==> config.mk <==
export PLATFORM = sky130hd
export DESIGN_NAME = arm_shift_seq
export DESIGN_NICKNAME = d
export VERILOG_FILES = /design/src/rtl/arm_shift_seq.sv
export SDC_FILE = /design/constraint.sdc
export NUM_CORES = 1
export LEC_CHECK = 0
export CORE_UTILIZATION = 40
export CTS_CLUSTER_DIAMETER = 80
export DETAILED_ROUTE_END_ITERATION = 7
export GPL_ROUTABILITY_DRIVEN = 0
export REMOVE_ABC_BUFFERS = 1
export SLEW_MARGIN = 25
export SYNTH_ARGS = -nofsm -noshare
export SYNTH_HDL_FRONTEND = slang
export SYNTH_SLANG_ARGS = --single-unit
==> constraint.sdc <==
create_clock -name clk -period 4.8 [get_ports clk]
set_input_delay 0.96 -clock clk [delete_from_list [all_inputs] [get_ports clk]]
set_output_delay 0.96 -clock clk [all_outputs]
set_load 0.02 [all_outputs]
==> src/rtl/arm_shift_seq.sv <==
// Iterative ARM-semantics barrel-shift replacement: LSL/LSR/ASR/ROR/RRX with carry-out,
// up to SHIFT_STEP bits per cycle. Define ARM_SHIFT_SEQ_OVERLAP_EN to accept a new op while the result is consumed.
module arm_shift_seq #(
    parameter int DATA_WIDTH  = 32,
    parameter int SHAMT_WIDTH = 8,
    parameter int SHIFT_STEP  = 8
) (
    input  logic                   clk,
    input  logic                   rst,
    input  logic                   in_valid,
    output logic                   in_ready,
    input  logic [2:0]             op,
    input  logic [SHAMT_WIDTH-1:0] shamt,
    input  logic [DATA_WIDTH-1:0]  data_in,
    input  logic                   carry_in,
    output logic                   out_valid,
    input  logic                   out_ready,
    output logic [DATA_WIDTH-1:0]  data_out,
    output logic                   carry_out
);

    // Remaining-count width must hold DATA_WIDTH+1 (the over-shift clamp).
    localparam int CW = $clog2(DATA_WIDTH + 2);
    localparam logic [CW-1:0] STEP_C = CW'(SHIFT_STEP);
    localparam logic [CW-1:0] W_C    = CW'(DATA_WIDTH);
    localparam logic [DATA_WIDTH-1:0] MSB_M = {1'b1, {(DATA_WIDTH-1){1'b0}}};
    localparam logic [DATA_WIDTH-1:0] LSB_M = {{(DATA_WIDTH-1){1'b0}}, 1'b1};

    localparam logic [2:0] OP_LSL = 3'b001;
    localparam logic [2:0] OP_LSR = 3'b010;
    localparam logic [2:0] OP_ASR = 3'b011;
    localparam logic [2:0] OP_ROR = 3'b100;
    localparam logic [2:0] OP_RRX = 3'b101;

    typedef enum logic [1:0] {IDLE, SHIFT, DONE} state_t;

    state_t                  state_q, state_d;
    logic [DATA_WIDTH-1:0]   work_q, dout_q;
    logic                    wc_q, cout_q;
    logic [CW-1:0]           rem_q;
    logic [2:0]              op_q;
    logic                    accept;

    // Acceptance decode: effective amount and the immediate carry for eff==0 ops.
    logic [31:0] sh, acc_eff;
    logic        acc_carry, acc_zero;

    always_comb begin
        sh        = 32'(shamt);
        acc_eff   = '0;
        acc_carry = carry_in;
        case (op)
            OP_LSL, OP_LSR, OP_ASR:
                acc_eff = (sh > 32'(DATA_WIDTH + 1)) ? 32'(DATA_WIDTH + 1) : sh;
            OP_ROR: begin
                acc_eff = sh % 32'(DATA_WIDTH);
                if (sh != '0 && acc_eff == '0) acc_carry = data_in[DATA_WIDTH-1];
            end
            OP_RRX:  acc_eff = 32'd1;
            default: acc_eff = '0;
        endcase
        acc_zero = (acc_eff == '0);
    end

    // One iteration: shift by n, carry is the last bit to leave the word.
    logic [CW-1:0]         n, nm1, rem_nxt;
    logic [DATA_WIDTH-1:0] st_data, tmp;
    logic                  st_carry;

    always_comb begin
        n        = (rem_q > STEP_C) ? STEP_C : rem_q;
        nm1      = n - 1'b1;
        rem_nxt  = rem_q - n;
        tmp      = '0;
        st_data  = work_q;
        st_carry = wc_q;
        case (op_q)
            OP_LSL: begin
                tmp      = work_q << nm1;
                st_data  = work_q << n;
                st_carry = |(tmp & MSB_M);
            end
            OP_LSR: begin
                tmp      = work_q >> nm1;
                st_data  = work_q >> n;
                st_carry = |(tmp & LSB_M);
            end
            OP_ASR: begin
                tmp      = $signed(work_q) >>> nm1;
                st_data  = $signed(work_q) >>> n;
                st_carry = |(tmp & LSB_M);
            end
            OP_ROR: begin
                st_data  = (work_q >> n) | (work_q << (W_C - n));
                st_carry = |(st_data & MSB_M);
            end
            OP_RRX: begin
                st_data  = {wc_q, work_q[DATA_WIDTH-1:1]};
                st_carry = |(work_q & LSB_M);
            end
            default: ;
        endcase
    end

    always_ff @(posedge clk) begin
        if (rst) state_q <= IDLE;
        else     state_q <= state_d;
    end

    always_comb begin
        state_d   = state_q;
        out_valid = (state_q == DONE);
`ifdef ARM_SHIFT_SEQ_OVERLAP_EN
        in_ready  = !rst && (state_q == IDLE || (state_q == DONE && out_ready));
`else
        in_ready  = !rst && (state_q == IDLE);
`endif
        accept    = in_valid && in_ready;
        case (state_q)
            IDLE:  if (accept) state_d = acc_zero ? DONE : SHIFT;
            SHIFT: if (rem_nxt == '0) state_d = DONE;
            DONE: begin
                if (accept)         state_d = acc_zero ? DONE : SHIFT;
                else if (out_ready) state_d = IDLE;
            end
            default: state_d = IDLE;
        endcase
    end

    // Working registers are separate from the output registers so partial shifts never reach data_out.
    always_ff @(posedge clk) begin
        if (rst) begin
            work_q <= '0;
            wc_q   <= 1'b0;
            rem_q  <= '0;
            op_q   <= '0;
            dout_q <= '0;
            cout_q <= 1'b0;
        end else if (accept) begin
            work_q <= data_in;
            wc_q   <= carry_in;
            op_q   <= op;
            rem_q  <= acc_eff[CW-1:0];
            if (acc_zero) begin
                dout_q <= data_in;
                cout_q <= acc_carry;
            end
        end else if (state_q == SHIFT) begin
            work_q <= st_data;
            wc_q   <= st_carry;
            rem_q  <= rem_nxt;
            if (rem_nxt == '0) begin
                dout_q <= st_data;
                cout_q <= st_carry;
            end
        end
    end

    assign data_out  = dout_q;
    assign carry_out = cout_q;

endmodule

### After elaboration in Yosys (flattened, before gate mapping)

Cells that the tools add are included.

* add/sub/neg operators: 3
* order comparisons: 2
* equal/unequal tests: 16
* shift-type cells: 7
* muxes and demuxes: 27
* bitwise gates (word level): 1
* reduce and logical (&&, ||, !) cells: 14

Operators by type and width (number)
* $mux 32: 6
* $pmux 32 s5: 1
* $shl 32x6->32: 3
* $logic_not 32->1: 2
* $or 32x32->32: 1
* $shr 32x6->1: 1
* $shr 32x6->32: 1
* $sshr 32x6->1: 1
* $sshr 32x6->32: 1
* $pmux 8 s3: 1
* $mux 6: 3
* $eq 3x2->1 const B: 4
* $eq 3x3->1 const B: 4
* $mux 2: 5
* $gt 8x6->1 const B: 1
* $mux 1: 8
* $mux 8: 1
* $reduce_bool 8->1: 1
* $eq 3x1->1 const B: 2
* $gt 6x4->1 const B: 1
* $logic_not 6->1: 1
* $pmux 2 s3: 1
* $reduce_and 3->1: 2
* $sub 6x1->6 const B: 1
* other kinds (13): 17

* register bits: 77
* input bits: 48
* logic and storage cells: 77

### Depth between registers and ports, before layout

* word-level depth: 9
* gate-level depth with buffers: 18

### Least setup slack after synthesis

Ideal clock, no wire load.

* path type: reg-to-reg
* start point: register rem_q[5]
* end point: register work_q[10]
* setup time: 0.140 ns
* data arrival time: 4.045 ns
* required time: 4.660 ns
* slack: 0.614 ns
* cell stages (with the launch flop): 17
* buffers on the path: 7
* clock period less this slack: 4.186 ns
* cells stage by stage: dfxtp_1 -> buf_2 -> nor4b_4 -> inv_2 -> buf_4 -> buf_4 -> buf_2 -> buf_1 -> ha_1 -> clkbuf_1 -> clkinv_1 -> buf_1 -> a21oi_1 -> a21oi_1 -> a221o_1 -> a2111oi_0 -> o32ai_1

* longest elaborated chain between the ends: 8
* elaborated cells on any way between the ends: 11
* those cells by class: add/sub (1); order compare (1); shift (4); mux (4); bitwise (1)

RTL lines
* from (decl): line 40 `logic [CW-1:0] rem_q;`
* from (signal assigned): line 143 `rem_q <= acc_eff[CW-1:0];`
* from (signal assigned): line 151 `rem_q <= rem_nxt;`
* $gt 6x4->1: line 71 `n = (rem_q > STEP_C) ? STEP_C : rem_q;`
* $mux 6 (*): line 71
* $sub 6x6->6: line 94 `st_data = (work_q >> n) | (work_q << (W_C - n));`
* $shl 32x6->32: line 94
* $or 32x32->32: line 94
* $pmux 32 s5 (*): line 77 `case (op_q)`
* $mux 32 (*): line 148 `end else if (state_q == SHIFT) begin`
* $mux 32 (*): line 139 `end else if (accept) begin`
* to (signal assigned): line 140 `work_q <= data_in;`
* to (signal assigned): line 149 `work_q <= st_data;`
* to (decl): line 38 `logic [DATA_WIDTH-1:0] work_q, dout_q;`

Every way passes the cells marked *; elsewhere a longest branch is shown, timed or not. The select of a mux whose other input is x is not followed.
A chain may end at the register's enable or synchronous reset.

### Final worst setup path

* start point: register rem_q[3]
* end point: register work_q[7]

The elaborated chain is that of the path after synthesis.

==> impl_metrics.yaml <==
place:
  place_area_um2: 9600
  dp.final_hpwl_um: 25700
  dp.cells: 1450
  port_buffers: 82
clocking:
  cts.path.max_buffers: 2
  postCtsSetupRepairBufs: 0
  cts_resized: 0
  cts_sinks: 77
  holdBufCountCts: 0
  clock_latency_ps: 360
  h-tree-depth: 3
  cts_tree: "yes"
  numCtsBuffers: 9
  clkTransAtPathRegs_ps: 70
  cts-root-buf: "clkbuf_16"
routing:
  vias: 10300
  routed_via_density: 7.05
  drc_errors: 0
  wire_per_inst_um: 26.1
  drtPass1Iterations: 5
  drt_wl_total_um: 38300
  final_antenna_net_count: 0
  drt_iter0_drc: 1496
final_layout:
  layout_commonest_cell: "nand2_1"
  num_antenna_cells: 0
  finalNetCount: 1236
  multiInputGateArea_um2: 6530
  final_util: 0.470
  regArea_um2: 1540
  areaGrowthSynthToFinish_pct: 14.5
  drive_gt1_frac: 0.0999
  mostFrequentLayoutCells: "nand2_1 (166), mux2i_1 (119), a21oi_1 (83)"
  stdcell_count: 1466
  fill_cells: 2135
  stdcell_area_um2: 9910
synth:
  synth_edf_count: 0
  synth-simple-area-share: 0.211
  synth_seq_cells: 77
  synth.cell_area_um2: 8650
  synthFlopType: "dfxtp_1"
  synth_compound_area_frac: 0.323
  yosysWarnings: 0
  synth.distinct_cells: 73
  synth_top_family_by_area: "compound AO/OA/AOI/OAI gates"
  syn_avg_cell_area_um2: 7.25
  async_flop_share: 0
  ys_seq_area_frac: 0.178
  synth_fa_ha_area_frac: 0.00289
  synth-xor-area-share: 0.00521
  synth.area.mux_share: 0.205
  synthCells: 1194
worst_hold_path:
  hold_class: "flop to flop"
  min_path_cells: 2
  min_from: "data_out[22]"
  holdPathEnd: "data_out[22]"
sta:
  finalCritPeriodShare: 0.811
  maxSlewHeadroom: 0.377
  clock_skew_ps: 9.98
  holdWs_ps: 453
  tightest_slew_ps: 934
  rsz0062_at_grt: "false"
  maxSlewViolCount: 0
  setup-violations-final: 0
  finalHoldViolCount: 0
  fmax_mhz: 257
  min_period_ps: 3890
setup_path:
  r2r-end: "work_q[7]"
  critPathArrivalTime_ps: 4150
  crit_path_start: "rem_q[3]"
  crit_path_max_fanout: 39
  path_class: "flop to flop"
  critPathLaunchType: "flop"
  end_kind: "flop"
  rr_worst_depth: 8
  crit_required_ps: 5060
  reg2reg_slack_ps: 910
  r2r-start: "rem_q[3]"
power:
  p_total_w: 0.00304
  peakVddDrop_mv: 0.163
  p_leak_nw: 3.44
  pwr_density_cell_nw_per_um2: 306
flow_run:
  drv_cap: 0
floorplanning:
  die_area_um2: 22200
  core_um2: 21100
  die_height_um: 149
  initial_core_util: 0.410
  placementRows: 53
  pin_count: 83
  die_w_um: 149
grt:
  antenna_found_initial: 0
  grt_pass1_wl_um: 58300
  grt_overflow: 0
  grtUsageTotal: 0.347
  grt_max_degree: 62
  grt_pass1_vias: 9456
run_status:
  outcome: "finished, final reports clean"
==> sequential cells by signal (all words and copies together), names as in the netlist <==
name	cells
op_q	3
work_q	32
carry_out	1
data_out	32
state_q	2
rem_q	6
wc_q	1
==> through the flow <==
step	setup TNS [ps]	setup WS, ps
2_1_floorplan	-144200	-2960
3_3_place_gp	0	1040
3_5_place_dp	0	943
4_1_cts	0	935
5_1_grt	0	649
6_report	0	908
==> cell type report <==
class	count	area share
well taps	275	0.0347
clock buffers	9	0.0227
clock inverters	7	0.00770
flip-flops and latches	77	0.156
inverters	9	0.00341
multi-input cells	961	0.659
repair buffers	128	0.117
==> worst max-delay path by stage <==
stage                    to  cells after the start
2_1_floorplan    work_q[31]                     11
3_3_place_gp   data_out[27]                      8
3_5_place_dp           wc_q                     11
4_1_cts                wc_q                     11
5_1_grt                wc_q                     10
6_report          work_q[7]                      8
==> synth_stat cells (all sizes together), types with 6 or more instances <==
master	instances	area (µm²)
o211ai	23	173
a311oi	6	52.6
dfxtp	77	1540
a31o	6	52.6
and3	8	50.1
mux2	8	90.1
nor2b	8	50.1
buf	44	213
inv	8	30.0
o21ai	59	295
mux4	22	495
mux2i	119	1190
nand3	55	275
clkbuf	103	387
o31ai	9	67.6
o311ai	8	70.1
a2111oi	7	61.3
nand4	11	68.8
a211oi	25	188
a2bb2oi	10	87.6
a22oi	11	82.6
o22a	7	61.3
a221oi	11	96.3
o32ai	9	78.8
a31oi	22	138
or3	14	87.6
nor2	81	304
o221ai	13	114
o22ai	31	194
a21oi	83	415
a21o	8	60.1
o41ai	9	78.8
nand2b	9	56.3
nand2	167	627
nor3	26	130
==> worst max-delay path: stages (launching register included) <==
cell and delay (ps):
dfxtp_1 490, nor4b_4 390, buf_4 580, mux2i_1 750, mux4_2 390, a211oi_1 70, a2111oi_0 740, nor3_1 100
a31o_2 240
==> logic make-up (layout without fill, tap and decap cells) <==
logic type	count (synthesis)	after routing
compound gates	405	405
buf+inv	156	153
simple gates	401	401
flops	77	77
other cells	1	1
fa+ha+maj	2	2
xor+xnor	3	3
mux	149	149
==> report_power, final <==
| part | internal (W) | switching, W |
|---|---|---|
| Sequential | 0.000695 | 0.000201 |
| Clock | 0.000405 | 0.000317 |
| Combinational | 0.000544 | 0.000873 |
==> layer usage <==
metal,global-route usage,share of wire
met5,0,0
met2,0.505,0.42
met1,0.460,0.40
met3,0.101,0.13
met4,0.182,0.052
(Power assumes the default switching activity.)
